### src/rtl/seq_detector_param.sv
// seq_detector_param: parametrised serial bit-pattern detector.
// Samples one bit per qualified clock and compares the last PAT_W bits against
// a run-time reloadable pattern register. It emits a registered one-cycle match
// pulse and supports overlapping and non-overlapping detection.
// Optional feature macro: SEQDET_CNT_EN builds a saturating match counter.
// When the macro is undefined, match_cnt is tied to 0.
module seq_detector_param #(
    parameter int               PAT_W   = 3,
    parameter logic [PAT_W-1:0] PATTERN = 3'b110,
    parameter int               CNT_W   = 8
) (
    input  logic             clk,
    input  logic             rst,
    input  logic             aa,
    input  logic             en,
    input  logic             overlap,
    input  logic             pat_ld,
    input  logic [PAT_W-1:0] pat_in,
    output logic             ww,
    output logic [CNT_W-1:0] match_cnt,
    output logic [PAT_W-1:0] pat_q
);

    // Wide enough to hold the value PAT_W itself (fill saturates there).
    localparam int FW = $clog2(PAT_W + 1);

    logic [PAT_W-1:0] hist_q, hist_d, hist_sh;
    logic [PAT_W-1:0] pat_d;
    logic [FW-1:0]    fill_q, fill_d;
    logic [FW:0]      fill_inc;
    logic             ww_q, ww_d;
    logic             full;

    // Shift aa in as the newest bit. The truncating cast drops the oldest bit,
    // which also covers PAT_W=1, where the history is just aa.
    assign hist_sh  = PAT_W'({hist_q, aa});
    assign fill_inc = {1'b0, fill_q} + 1'b1;
    assign full     = (fill_inc >= (FW+1)'(PAT_W));

    // Next-state logic: a pattern load wins over sampling, and an idle edge
    // holds the history.
    always_comb begin
        hist_d = hist_q;
        fill_d = fill_q;
        pat_d  = pat_q;
        ww_d   = 1'b0;
        if (pat_ld) begin
            pat_d  = pat_in;
            fill_d = '0;
        end else if (en) begin
            hist_d = hist_sh;
            if (full) fill_d = FW'(PAT_W);
            else      fill_d = fill_inc[FW-1:0];
            if (full && (hist_sh == pat_q)) begin
                ww_d = 1'b1;
                // Non-overlapping: the next match needs PAT_W fresh bits.
                if (!overlap) fill_d = '0;
            end
        end
    end

    // State registers with synchronous reset, which discards partial history.
    always_ff @(posedge clk) begin
        if (rst) begin
            hist_q <= '0;
            fill_q <= '0;
            pat_q  <= PATTERN;
            ww_q   <= 1'b0;
        end else begin
            hist_q <= hist_d;
            fill_q <= fill_d;
            pat_q  <= pat_d;
            ww_q   <= ww_d;
        end
    end

    assign ww = ww_q;

`ifdef SEQDET_CNT_EN
    logic [CNT_W-1:0] cnt_q, cnt_d;

    // Saturating detection count. Only reset clears it; a pattern load does not.
    always_comb begin
        cnt_d = cnt_q;
        if (ww_d && (cnt_q != {CNT_W{1'b1}})) cnt_d = cnt_q + 1'b1;
    end

    // Counter register.
    always_ff @(posedge clk) begin
        if (rst) cnt_q <= '0;
        else     cnt_q <= cnt_d;
    end

    assign match_cnt = cnt_q;
`else
    assign match_cnt = '0;
`endif

endmodule

### config.mk
export PLATFORM = sky130hd
export DESIGN_NAME = seq_detector_param
export DESIGN_NICKNAME = d
export VERILOG_FILES = /design/src/rtl/seq_detector_param.sv
export SDC_FILE = /design/constraint.sdc
export NUM_CORES = 1
export LEC_CHECK = 0
export ABC_AREA = 0
export BUFFER_PORTS_ARGS = -buffer_cell sky130_fd_sc_hd__clkbuf_2
export CORE_AREA = 4 4 41 43
export DETAILED_ROUTE_END_ITERATION = 12
export DIE_AREA = 0 0 45 47
export PLACE_DENSITY_LB_ADDON = 0.3
export SETUP_SLACK_MARGIN = 0.15
export SLEW_MARGIN = 20
export SYNTH_ARGS = -nofsm -noshare
export SYNTH_HDL_FRONTEND = slang
export SYNTH_SLANG_ARGS = --single-unit
### constraint.sdc
create_clock -name clk -period 1.3 [get_ports clk]
set_input_delay 0.26 -clock clk [delete_from_list [all_inputs] [get_ports clk]]
set_output_delay 0.26 -clock clk [all_outputs]
set_load 0.1 [all_outputs]
==> results of run 1 <==
==> metrics by stage <==
stage / setup WS [ns] / std cells
after global placement: 0.211 / 68
after detailed placement: 0.194 / 68
final: 0.244 / 72
after floorplan: 0.139 / 50
after global routing: 0.187 / 72
after CTS: 0.236 / 72
==> worst paths after layout <==
path	end	cells past startpoint	slack (ns)
worst min register to register	hist_q[0]$_SDFFE_PP0P_	2	0.49
worst max-delay path	pat_q[1]	1	0.24
worst min-delay path	pat_q[1]$_SDFFE_PP1P_	2	0.21
worst max register to register	fill_q[0]$_SDFFE_PP0P_	3	0.25
==> flip-flops by register name, indices dropped and copies added (netlist names) <==
register and flops:
fill_q 2, hist_q 2, pat_q 3, ww 1
==> cells by family (layout without fill, tap and decap cells) <==
logic type / after synthesis / count (layout)
other: 1 / 8
xor gates and xnor gates: 3 / 3
AOI/OAI and AO/OA: 5 / 5
and+or+nand+nor: 15 / 15
buffers and inverters: 9 / 16
muxes: 2 / 2
DFF: 8 / 8
==> layout by cell type (no fill, tap or decap), types with 3 or more instances in the layout <==
cell type | synthesis | routed
sky130_fd_sc_hd__clkbuf_4 | 0 | 3
sky130_fd_sc_hd__dfxtp_1 | 8 | 4
sky130_fd_sc_hd__clkbuf_2 | 0 | 8
sky130_fd_sc_hd__nand3b_1 | 3 | 3
sky130_fd_sc_hd__nor2_1 | 4 | 4
sky130_fd_sc_hd__buf_12 | 0 | 4
sky130_fd_sc_hd__conb_1 | 1 | 8
sky130_fd_sc_hd__dfxtp_4 | 0 | 3
==> power groups by stage <==
| stage | registers, mW | logic (mW) | clock network [mW] |
|---|---|---|---|
| 6_report | 0.266 | 0.225 | 0.208 |
| 5_1_grt | 0.268 | 0.234 | 0.218 |
| 4_1_cts | 0.267 | 0.225 | 0.209 |
| 3_5_place_dp | 0.272 | 0.224 | 0 |
| 3_3_place_gp | 0.272 | 0.224 | 0 |
| 2_1_floorplan | 0.312 | 0.152 | 0 |
==> layout make-up <==
class | instances | share of cell area (%)
Tap cell | 15 | 3.39
Multi-Input combinational cell | 33 | 38.9
Sequential cell | 8 | 31.2
Timing Repair Buffer | 12 | 21.7
Clock buffer | 4 | 4.75
==> layer usage <==
layer / GRT usage, % / vias up / wire (um)
li1: - / 158 / -
met1: 11.5 / 141 / 358
met2: 10.5 / 21 / 335
met3: 2.30 / 2 / 64
met4: 7.02 / 0 / 10
met5: 0 / - / 0
==> metrics.json, run 1 <==
{
  "power.leakage_nw": 0.238,
  "clock_insertion_delay_worst_skew_ns": 0.25,
  "max-clock-path-buffers": 2,
  "synth_xor_area_share_pct": 6.46,
  "drt-wirelength-per-cell_um": 10.7,
  "cell_internal_pwr_mw": 0.421,
  "area.sequential_um2": 173,
  "drt-total-wl_um": 768,
  "maximum_single_stage_delay_on_the_critical_path_ns": 0.37,
  "final_core_utilization_pct": 42.5,
  "cts_tree": "yes",
  "multi_input_area_um2": 215,
  "path_buf_inv": 1,
  "placed_inst_area_um2": 527,
  "post-route-period-util_pct": 81.2,
  "max-cap-violations": 0,
  "main_combinational_cell_family_by_area_after_synthesis": "simple AND/OR/NAND/NOR gates",
  "hp-class": "input pin to flop",
  "netlist_instances": 43,
  "cell_chosen_for_the_clock_root": "sky130_fd_sc_hd__clkbuf_4",
  "top_reg_cell_synth": "sky130_fd_sc_hd__dfxtp_1",
  "pin_count": 21,
  "hold_ws_ns": 0.209,
  "criticalPathCategory": "flop to output port",
  "detailroute.via_count": 322,
  "clk_pin_slew_ns": 0.06,
  "core_area_um2": 1300,
  "cts.sinks": 8,
  "post_synth_fa_ha_maj_area_fraction_pct": 0,
  "timing.hold.worst.start": "pat_in[1]",
  "vias_in_the_first_global_route": 291,
  "worstSetupStartpointType": "flop",
  "critical_path.top_delay_family": "flip-flops",
  "post-synth-top-area-fraction_pct": 39.4,
  "number_of_warnings_printed_during_yosys_synthesis": 0,
  "worstPathMaxFanout": 3,
  "layout.filler_cells": 137,
  "antenna_cells": 0,
  "global_route_wire_length_before_repair_mm": 1.24,
  "yosys_register_bits": 8,
  "remaining_drc_errors": 0,
  "maxClockFrequency_mhz": 947,
  "clockPowerShare_pct": 29.7,
  "ant_nets": 0,
  "share_of_cells_above_drive_strength_1_pct": 38.6,
  "synth_enable_flop_cells": 0,
  "skew_ns": 0.00850,
  "cts_hold_buf": 0,
  "reg_to_reg_start": "pat_q[0]$_SDFFE_PP0P_",
  "antenna_found_initial": 0,
  "status": "complete, no violations",
  "drt-pass1-iter-count": 4,
  "effective_utilization_at_floorplan_pct": 31.3,
  "pwr-share-comb_pct": 32.2,
  "critical_path_launch_point": "pat_q[1]$_SDFFE_PP1P_",
  "asyncSetResetFlopFracSynth_pct": 0,
  "globalplace.congestion": 0.789,
  "cts_max_level": 1,
  "synthTopCellsByCount": "sky130_fd_sc_hd__buf_4 (8), sky130_fd_sc_hd__dfxtp_1 (8), sky130_fd_sc_hd__nor2_1 (4)",
  "place.port_buffers": 12,
  "yosysSeqAreaShare_pct": 39.4,
  "cts_inserted_buffers": 3,
  "drt-vias-per-instance": 4.47,
  "die_w_um": 45,
  "post-dp-hpwl_um": 594,
  "cts_post_setup_buffers_inserted": 0,
  "global_route.usage.total_pct": 8.34,
  "totalNegativeSetupSlack_ns": 0,
  "power_switching_share_pct": 39.8,
  "syn_area_per_cell_um2": 9.46,
  "proportion_of_power_drawn_by_flip_flops_and_latches_pct": 38.1,
  "p_total_mw": 0.699,
  "grt_start_max_net_pins": 10,
  "synthToLayoutAreaGrowth_pct": 36.0,
  "drt_iter0_markers": 11,
  "peak_supply_drop_mv": 0.575,
  "synth_mux_area_share_pct": 4.92,
  "overflow_left_after_global_routing": 0,
  "dieArea_um2": 2120,
  "critPathSlowestCell": "sky130_fd_sc_hd__dfxtp_4",
  "row_count": 13,
  "synth_compound_area_share_pct": 8.62,
  "critPathRequiredTime_ns": 1.04,
  "rsz0062_at_grt": "false",
  "kind_of_capture_point_of_the_worst_setup_path": "output port",
  "power.switching_mw": 0.278,
  "synth_simple_gate_area_share_pct": 23.7,
  "clock_period_minus_worst_slack_ns": 1.06,
  "synth_top_cells_by_area": "sky130_fd_sc_hd__dfxtp_1 (39%), sky130_fd_sc_hd__buf_4 (15%), sky130_fd_sc_hd__xor2_1 (6.5%), sky130_fd_sc_hd__nor4_2 (6.2%), sky130_fd_sc_hd__nand3b_1 (5.5%)",
  "yosys.cell_types.count": 17,
  "netlist_area_um2": 407,
  "crit_path_cell_trace": "buf_12",
  "drv_slew": 0,
  "fin_nets": 67,
  "finalHoldViolCount": 0,
  "synth_top_area_cell": "sky130_fd_sc_hd__dfxtp_1",
  "cts_resized": 0,
  "design_area_um2": 553,
  "power_density_nw_per_um2": 1260,
  "arrival_time_at_the_worst_endpoint_ns": 0.80,
  "die_h_um": 47,
  "final_count_of_negative_setup_slack_endpoints": 0
}
Note: power is estimated with default switching activity, not from simulation.
==> inputs of run 2 (changes only) <==
==> constraint.sdc (replaced) <==
create_clock -name clk -period 1 [get_ports clk]
set_input_delay 0.2 -clock clk [delete_from_list [all_inputs] [get_ports clk]]
set_output_delay 0.2 -clock clk [all_outputs]
set_load 0.1 [all_outputs]
==> metrics.json, run 2 (synthesized netlist as in run 1, its figures left out) <==
{
  "die_h": {"value": 47, "unit": "um", "change": "unchanged"},
  "top_register": "pat_q",
  "antenna_cells": {"value": 0, "change": "unchanged"},
  "die_w": {"value": 45, "unit": "um", "change": "unchanged"},
  "pin_count": {"value": 21, "change": "unchanged"},
  "power_switching_share": {"value": 39.6, "unit": "%", "change": "-0.16 points"},
  "post-dp-hpwl": {"value": 691, "unit": "um", "change": "+16%"},
  "registers_with_the_most_flip_flops": "pat_q (3), fill_q (2), hist_q (2)",
  "clock_insertion_delay_worst_skew": {"value": 0.25, "unit": "ns", "change": "about the same"},
  "final_count_of_negative_setup_slack_endpoints": {"value": 5, "change": "+5"},
  "cts_inserted_buffers": {"value": 3, "change": "unchanged"},
  "fin_nets": {"value": 75, "change": "+12%"},
  "worstRegToRegCells": {"value": 3, "change": "unchanged"},
  "row_count": {"value": 13, "change": "unchanged"},
  "peak_supply_drop": {"value": 0.637, "unit": "mV", "change": "+11%"},
  "global_route.usage.total": {"value": 9.68, "unit": "%", "change": "+1.3 points"},
  "global_route_wire_length_before_repair": {"value": 1.37, "unit": "mm", "change": "+11%"},
  "power_density": {"value": 1470, "unit": "nW/um^2", "change": "+16%"},
  "maxClockFrequency_mhz": 928,
  "area.sequential": {"value": 173, "unit": "um^2", "change": "unchanged"},
  "effective_utilization_at_floorplan": {"value": 31.3, "unit": "%", "change": "unchanged"},
  "globalplace.congestion": {"value": 0.687, "change": "-13%"},
  "layout_common_cells": "sky130_fd_sc_hd__conb_1 (8), sky130_fd_sc_hd__clkbuf_2 (8), sky130_fd_sc_hd__buf_4 (5)",
  "detailroute.via_count": {"value": 339, "change": "+5.3%"},
  "drv_slew": {"value": 0, "change": "unchanged"},
  "largest_reg_flops": {"value": 3, "change": "unchanged"},
  "worst_hold_path.num_cells": {"value": 2, "change": "unchanged"},
  "max-clock-path-buffers": {"value": 2, "change": "unchanged"},
  "synthToLayoutAreaGrowth_pct": 59.1,
  "drt-pass1-iter-count": {"value": 4, "change": "unchanged"},
  "cell_internal_pwr": {"value": 0.575, "unit": "mW", "change": "+36%"},
  "criticalPathCategory": "flop to output port",
  "critPathRequiredTime": {"value": 0.80, "unit": "ns", "change": "-0.24 ns"},
  "core_area": {"value": 1300, "unit": "um^2", "change": "unchanged"},
  "grt_use_met1": {"value": 10.6, "unit": "%", "change": "-0.95 points"},
  "remaining_drc_errors": {"value": 0, "change": "unchanged"},
  "finalHoldViolCount": {"value": 0, "change": "unchanged"},
  "hp-class": "input pin to flop",
  "power.switching": {"value": 0.377, "unit": "mW", "change": "+36%"},
  "ant_nets": {"value": 0, "change": "unchanged"},
  "cts.sinks": {"value": 8, "change": "unchanged"},
  "grt_start_max_net_pins": {"value": 7, "change": "-3"},
  "power.leakage": {"value": 0.285, "unit": "nW", "change": "+20%"},
  "cell_chosen_for_the_clock_root": "sky130_fd_sc_hd__clkbuf_4",
  "status": "finished, violations left",
  "kind_of_capture_point_of_the_worst_setup_path": "output port",
  "arrival_time_at_the_worst_endpoint": {"value": 0.88, "unit": "ns", "change": "+0.08 ns"},
  "skew": {"value": 0.00348, "unit": "ns", "change": "-0.00501 ns"},
  "cts_tree": "yes",
  "setup_ws": {"value": -0.0772, "unit": "ns", "change": "-0.321 ns"},
  "worstSetupStartpointType": "flop",
  "drt-total-wl": {"value": 893, "unit": "um", "change": "+16%"},
  "drt-vias-per-instance": {"value": 4.24, "change": "-5.2%"},
  "dieArea": {"value": 2120, "unit": "um^2", "change": "unchanged"},
  "grt.busiest_layer": "met2",
  "rsz0062_at_grt": "true",
  "share_of_cells_above_drive_strength_1": {"value": 49.2, "unit": "%", "change": "+11 points"},
  "antenna_found_initial": {"value": 0, "change": "unchanged"},
  "groute.layer.met2.usage": {"value": 15.3, "unit": "%", "change": "+4.8 points"},
  "drt_iter0_markers": {"value": 10, "change": "-1"},
  "overflow_left_after_global_routing": {"value": 0, "change": "unchanged"},
  "final_core_utilization": {"value": 49.7, "unit": "%", "change": "+7.2 points"},
  "multi_input_area": {"value": 238, "unit": "um^2", "change": "+10%"},
  "clock_period_minus_worst_slack_ns": 1.08,
  "proportion_of_power_drawn_by_flip_flops_and_latches": {"value": 36.2, "unit": "%", "change": "-1.9 points"},
  "hold_ws": {"value": 0.151, "unit": "ns", "change": "-0.0580 ns"},
  "post-route-period-util_pct": 108,
  "violated_checks": "negative setup slack",
  "place.port_buffers": {"value": 12, "change": "unchanged"},
  "globalRouteMet3Util": {"value": 2.68, "unit": "%", "change": "+0.38 points"},
  "drt-wirelength-per-cell": {"value": 11.2, "unit": "um", "change": "+4.6%"},
  "max-cap-violations": {"value": 0, "change": "unchanged"},
  "layout.filler_cells": {"value": 128, "change": "-6.6%"},
  "vias_in_the_first_global_route": {"value": 341, "change": "+17%"},
  "pwr-share-comb": {"value": 35.4, "unit": "%", "change": "+3.2 points"},
  "clk_pin_slew": {"value": 0.06, "unit": "ns", "change": "about the same"},
  "worstPathMaxFanout": {"value": 2, "change": "-1"},
  "clockPowerShare": {"value": 28.5, "unit": "%", "change": "-1.2 points"},
  "cts_max_level": {"value": 1, "change": "unchanged"}
}
[run 2: final cells by class]
cell class,count,share of cell area [%]
flip-flops and latches,8,26.7
well taps,15,2.90
multi-input cells,33,36.8
repair buffers,20,29.6
clock buffers,4,4.06
[run 2: worst max-delay path: stages, from the launching register on]
cell and delay [ns]:
sky130_fd_sc_hd__dfxtp_4 0.34, sky130_fd_sc_hd__buf_6 0.12, sky130_fd_sc_hd__buf_12 0.15
[run 2: power groups by stage]
stage	combinational (mW)	clock (mW)	sequential, mW
after floorplan	0.199	0	0.407
after global placement	0.318	0	0.350
after detailed placement	0.319	0	0.350
after CTS	0.329	0.286	0.344
after global routing	0.350	0.290	0.346
final	0.336	0.271	0.344
[run 2: timing repair]
item,in CTS,in global routing
buffers inserted,1,0
pin swaps,0,1
hold buffers,0,0
setup endpoints to repair,8,8
resized for setup,3,2
endpoints found under the hold margin,0,0
[run 2: worst paths after layout]
| check | start | to | slack (ns) |
|---|---|---|---|
| setup / recovery | pat_q[2]$_SDFFE_PP1P_ | pat_q[2] | -0.08 |
| hold / removal | pat_in[2] | pat_q[2]$_SDFFE_PP1P_ | 0.15 |
| setup reg to reg | hist_q[1]$_SDFFE_PP0P_ | fill_q[1]$_SDFFE_PP0P_ | -0.05 |
| hold reg to reg | hist_q[0]$_SDFFE_PP0P_ | hist_q[0]$_SDFFE_PP0P_ | 0.50 |
[run 2: layer usage]
layer	vias to the layer above	share of wire (%)
met5	-	0
met2	14	49
met1	149	42
li1	174	-
met4	0	0.90
met3	2	7.8
[run 2: metrics by stage]
stage                     cells  instance area, um^2  TNS [ns]  setup slack [ns]  power [mW]
after floorplan              50                  460    -0.322            -0.161       0.606
after global placement       75                  587   -0.0161           -0.0161       0.668
after detailed placement     75                  587   -0.0652           -0.0400       0.670
after CTS                    80                  632    -0.246           -0.0866       0.959
after global routing         80                  647    -0.425            -0.103       0.987
final                        80                  647    -0.215           -0.0772       0.951
==> inputs of run 3 (changes only) <==
--- a/config.mk
+++ b/config.mk
@@ -11,6 +11,7 @@
 export DETAILED_ROUTE_END_ITERATION = 12
 export DIE_AREA = 0 0 45 47
 export PLACE_DENSITY_LB_ADDON = 0.3
+export RECOVER_POWER = 50
 export SETUP_SLACK_MARGIN = 0.15
 export SLEW_MARGIN = 20
 export SYNTH_ARGS = -nofsm -noshare
==> metrics.json, run 3 (synthesized netlist as in run 1, its figures left out) <==
{
  "status": "finished, violations left",
  "violated_checks": "negative setup slack",
  "critical_path_launch_point": "pat_q[2]$_SDFFE_PP1P_",
  "cts_tree": "yes",
  "post-dp-hpwl": {"value": 691, "unit": "um", "change": "unchanged"},
  "peak_supply_drop": {"value": 0.637, "unit": "mV", "change": "about the same"},
  "final_common_cell": "sky130_fd_sc_hd__conb_1",
  "place.port_buffers": {"value": 12, "change": "unchanged"},
  "die_h": {"value": 47, "unit": "um", "change": "unchanged"},
  "area.sequential": {"value": 173, "unit": "um^2", "change": "unchanged"},
  "maxClockFrequency": {"value": 929, "unit": "MHz", "change": "about the same"},
  "dieArea": {"value": 2120, "unit": "um^2", "change": "unchanged"},
  "placed_inst_area": {"value": 587, "unit": "um^2", "change": "unchanged"},
  "ant_nets": {"value": 0, "change": "unchanged"},
  "top_register": "pat_q",
  "drt-wirelength-per-cell": {"value": 11.2, "unit": "um", "change": "unchanged"},
  "cts_max_level": {"value": 1, "change": "unchanged"},
  "power.leakage": {"value": 0.278, "unit": "nW", "change": "-2.3%"},
  "cts.sinks": {"value": 8, "change": "unchanged"},
  "global_route.usage.total": {"value": 9.68, "unit": "%", "change": "unchanged"},
  "arrival_time_at_the_worst_endpoint": {"value": 0.88, "unit": "ns", "change": "about the same"},
  "die_w": {"value": 45, "unit": "um", "change": "unchanged"},
  "overflow_left_after_global_routing": {"value": 0, "change": "unchanged"},
  "setup_ws": {"value": -0.0770, "unit": "ns", "change": "+0.000240 ns"},
  "p_total": {"value": 0.949, "unit": "mW", "change": "-0.26%"},
  "critPathRequiredTime": {"value": 0.80, "unit": "ns", "change": "about the same"},
  "post-route-period-util": {"value": 108, "unit": "%", "change": "about the same"},
  "drt_iter0_markers": {"value": 7, "change": "-3"},
  "registers_with_the_most_flip_flops": "pat_q (3), fill_q (2), hist_q (2)",
  "largest_reg_flops": {"value": 3, "change": "unchanged"},
  "drv_slew": {"value": 0, "change": "unchanged"},
  "effective_utilization_at_floorplan": {"value": 31.3, "unit": "%", "change": "unchanged"},
  "reg_to_reg_start": "hist_q[1]$_SDFFE_PP0P_",
  "design_area": {"value": 642, "unit": "um^2", "change": "-0.77%"},
  "kind_of_capture_point_of_the_worst_setup_path": "output port",
  "critPathSlowestCell": "sky130_fd_sc_hd__dfxtp_4",
  "worst_hold_path.endpoint": "pat_q[2]$_SDFFE_PP1P_",
  "antenna_cells": {"value": 0, "change": "unchanged"},
  "totalNegativeSetupSlack": {"value": -0.217, "unit": "ns", "change": "-0.00175 ns"},
  "globalplace.congestion": {"value": 0.687, "change": "unchanged"},
  "rsz0062_at_grt": "true",
  "grt_start_max_net_pins": {"value": 7, "change": "unchanged"},
  "worstRegToRegCells": {"value": 3, "change": "unchanged"},
  "worstPathMaxFanout": {"value": 2, "change": "unchanged"},
  "share_of_cells_above_drive_strength_1": {"value": 46.2, "unit": "%", "change": "-3.1 points"},
  "clock_period_minus_worst_slack": {"value": 1.08, "unit": "ns", "change": "-0.000240 ns"},
  "fin_nets": {"value": 75, "change": "unchanged"},
  "worstReg2RegEnd": "fill_q[1]$_SDFFE_PP0P_",
  "max-cap-violations": {"value": 0, "change": "unchanged"},
  "criticalPathCategory": "flop to output port",
  "drt-pass1-iter-count": {"value": 4, "change": "unchanged"},
  "worst_hold_path.num_cells": {"value": 2, "change": "unchanged"},
  "crit_path_cell_trace": "buf_6, buf_12",
  "core_area": {"value": 1300, "unit": "um^2", "change": "unchanged"},
  "maximum_single_stage_delay_on_the_critical_path": {"value": 0.34, "unit": "ns", "change": "about the same"},
  "max-clock-path-buffers": {"value": 2, "change": "unchanged"},
  "skew": {"value": 0.00348, "unit": "ns", "change": "-0.00000291 ns"},
  "antenna_found_initial": {"value": 0, "change": "unchanged"},
  "multi_input_area": {"value": 238, "unit": "um^2", "change": "unchanged"},
  "cts_inserted_buffers": {"value": 3, "change": "unchanged"},
  "remaining_drc_errors": {"value": 0, "change": "unchanged"},
  "cell_chosen_for_the_clock_root": "sky130_fd_sc_hd__clkbuf_4",
  "r2r_setup_slack": {"value": -0.05, "unit": "ns", "change": "about the same"},
  "clock_insertion_delay_worst_skew": {"value": 0.25, "unit": "ns", "change": "about the same"},
  "drt-total-wl": {"value": 893, "unit": "um", "change": "unchanged"},
  "power_density": {"value": 1480, "unit": "nW/um^2", "change": "+0.52%"},
  "row_count": {"value": 13, "change": "unchanged"},
  "drt-vias-per-instance": {"value": 4.26, "change": "+0.59%"},
  "final_count_of_negative_setup_slack_endpoints": {"value": 5, "change": "unchanged"},
  "vias_in_the_first_global_route": {"value": 341, "change": "unchanged"},
  "worstSetupStartpointType": "flop",
  "synthToLayoutAreaGrowth_pct": 57.8,
  "global_route_wire_length_before_repair": {"value": 1.37, "unit": "mm", "change": "unchanged"},
  "pin_count": {"value": 21, "change": "unchanged"},
  "layout.filler_cells": {"value": 128, "change": "unchanged"},
  "clk_pin_slew": {"value": 0.06, "unit": "ns", "change": "about the same"},
  "detailroute.via_count": {"value": 341, "change": "+0.59%"},
  "hp-class": "input pin to flop",
  "timing.hold.worst.start": "pat_in[2]",
  "layout_common_cells": "sky130_fd_sc_hd__conb_1 (8), sky130_fd_sc_hd__clkbuf_2 (7)",
  "finalHoldViolCount": {"value": 0, "change": "unchanged"},
  "cts_hold_buf": {"value": 0, "change": "unchanged"}
}
-- run 3: timing repair --
| item | CTS | global route |
|---|---|---|
| gates resized for setup | 3 | 2 |
| buffers inserted | 1 | 0 |
| pin swaps | 0 | 1 |
| endpoints found under the setup margin | 8 | 8 |
-- run 3: worst max path at each step --
stage / cells past startpoint / slack [ns] / end
finish: 2 / -0.08 / pat_q[2]
global route: 2 / -0.10 / pat_q[2]
CTS: 2 / -0.09 / pat_q[0]
detailed placement: 4 / -0.04 / fill_q[0]$_SDFFE_PP0P_
global placement: 4 / -0.02 / fill_q[0]$_SDFFE_PP0P_
floorplan: 3 / -0.16 / fill_q[0]$_SDFFE_PP0P_
-- run 3: layout make-up --
class / count / share of cell area [%]
Sequential cell: 8 / 26.9
Multi-Input combinational cell: 33 / 37.0
Tap cell: 15 / 2.92
Clock buffer: 4 / 4.09
Timing Repair Buffer: 20 / 29.0
-- run 3: critical path: cells and delay by family, from the launching register on --
family | cells | cell delay, ns
buffers and inverters | 2 | 0.27
flip-flops | 1 | 0.34
-- run 3: per-stage QoR --
stage / hold slack [ns] / setup slack [ns] / std cells / util [%]
floorplan: 0.263 / -0.161 / 50 / -
global placement: 0.413 / -0.0161 / 75 / 45.1
detailed placement: 0.416 / -0.0400 / 75 / 45.1
CTS: 0.145 / -0.0866 / 80 / 48.6
global route: 0.167 / -0.103 / 80 / 49.3
finish: 0.151 / -0.0770 / 80 / 49.3
-- run 3: report_power, final --
part | leakage, nW | internal, mW | switching [mW]
Sequential | 0.0669 | 0.330 | 0.0141
Clock | 0.0150 | 0.153 | 0.118
Combinational | 0.196 | 0.0891 | 0.245
Total | 0.278 | 0.572 | 0.377
-- run 3: metal layers --
layer  up-vias  routed length, um  track usage (%)
met1       151                373             10.6
met4         0                  8             8.77
met3         2                 70             2.68
li1        174                  -                -
met5         -                  0                0
met2        14                441             15.3
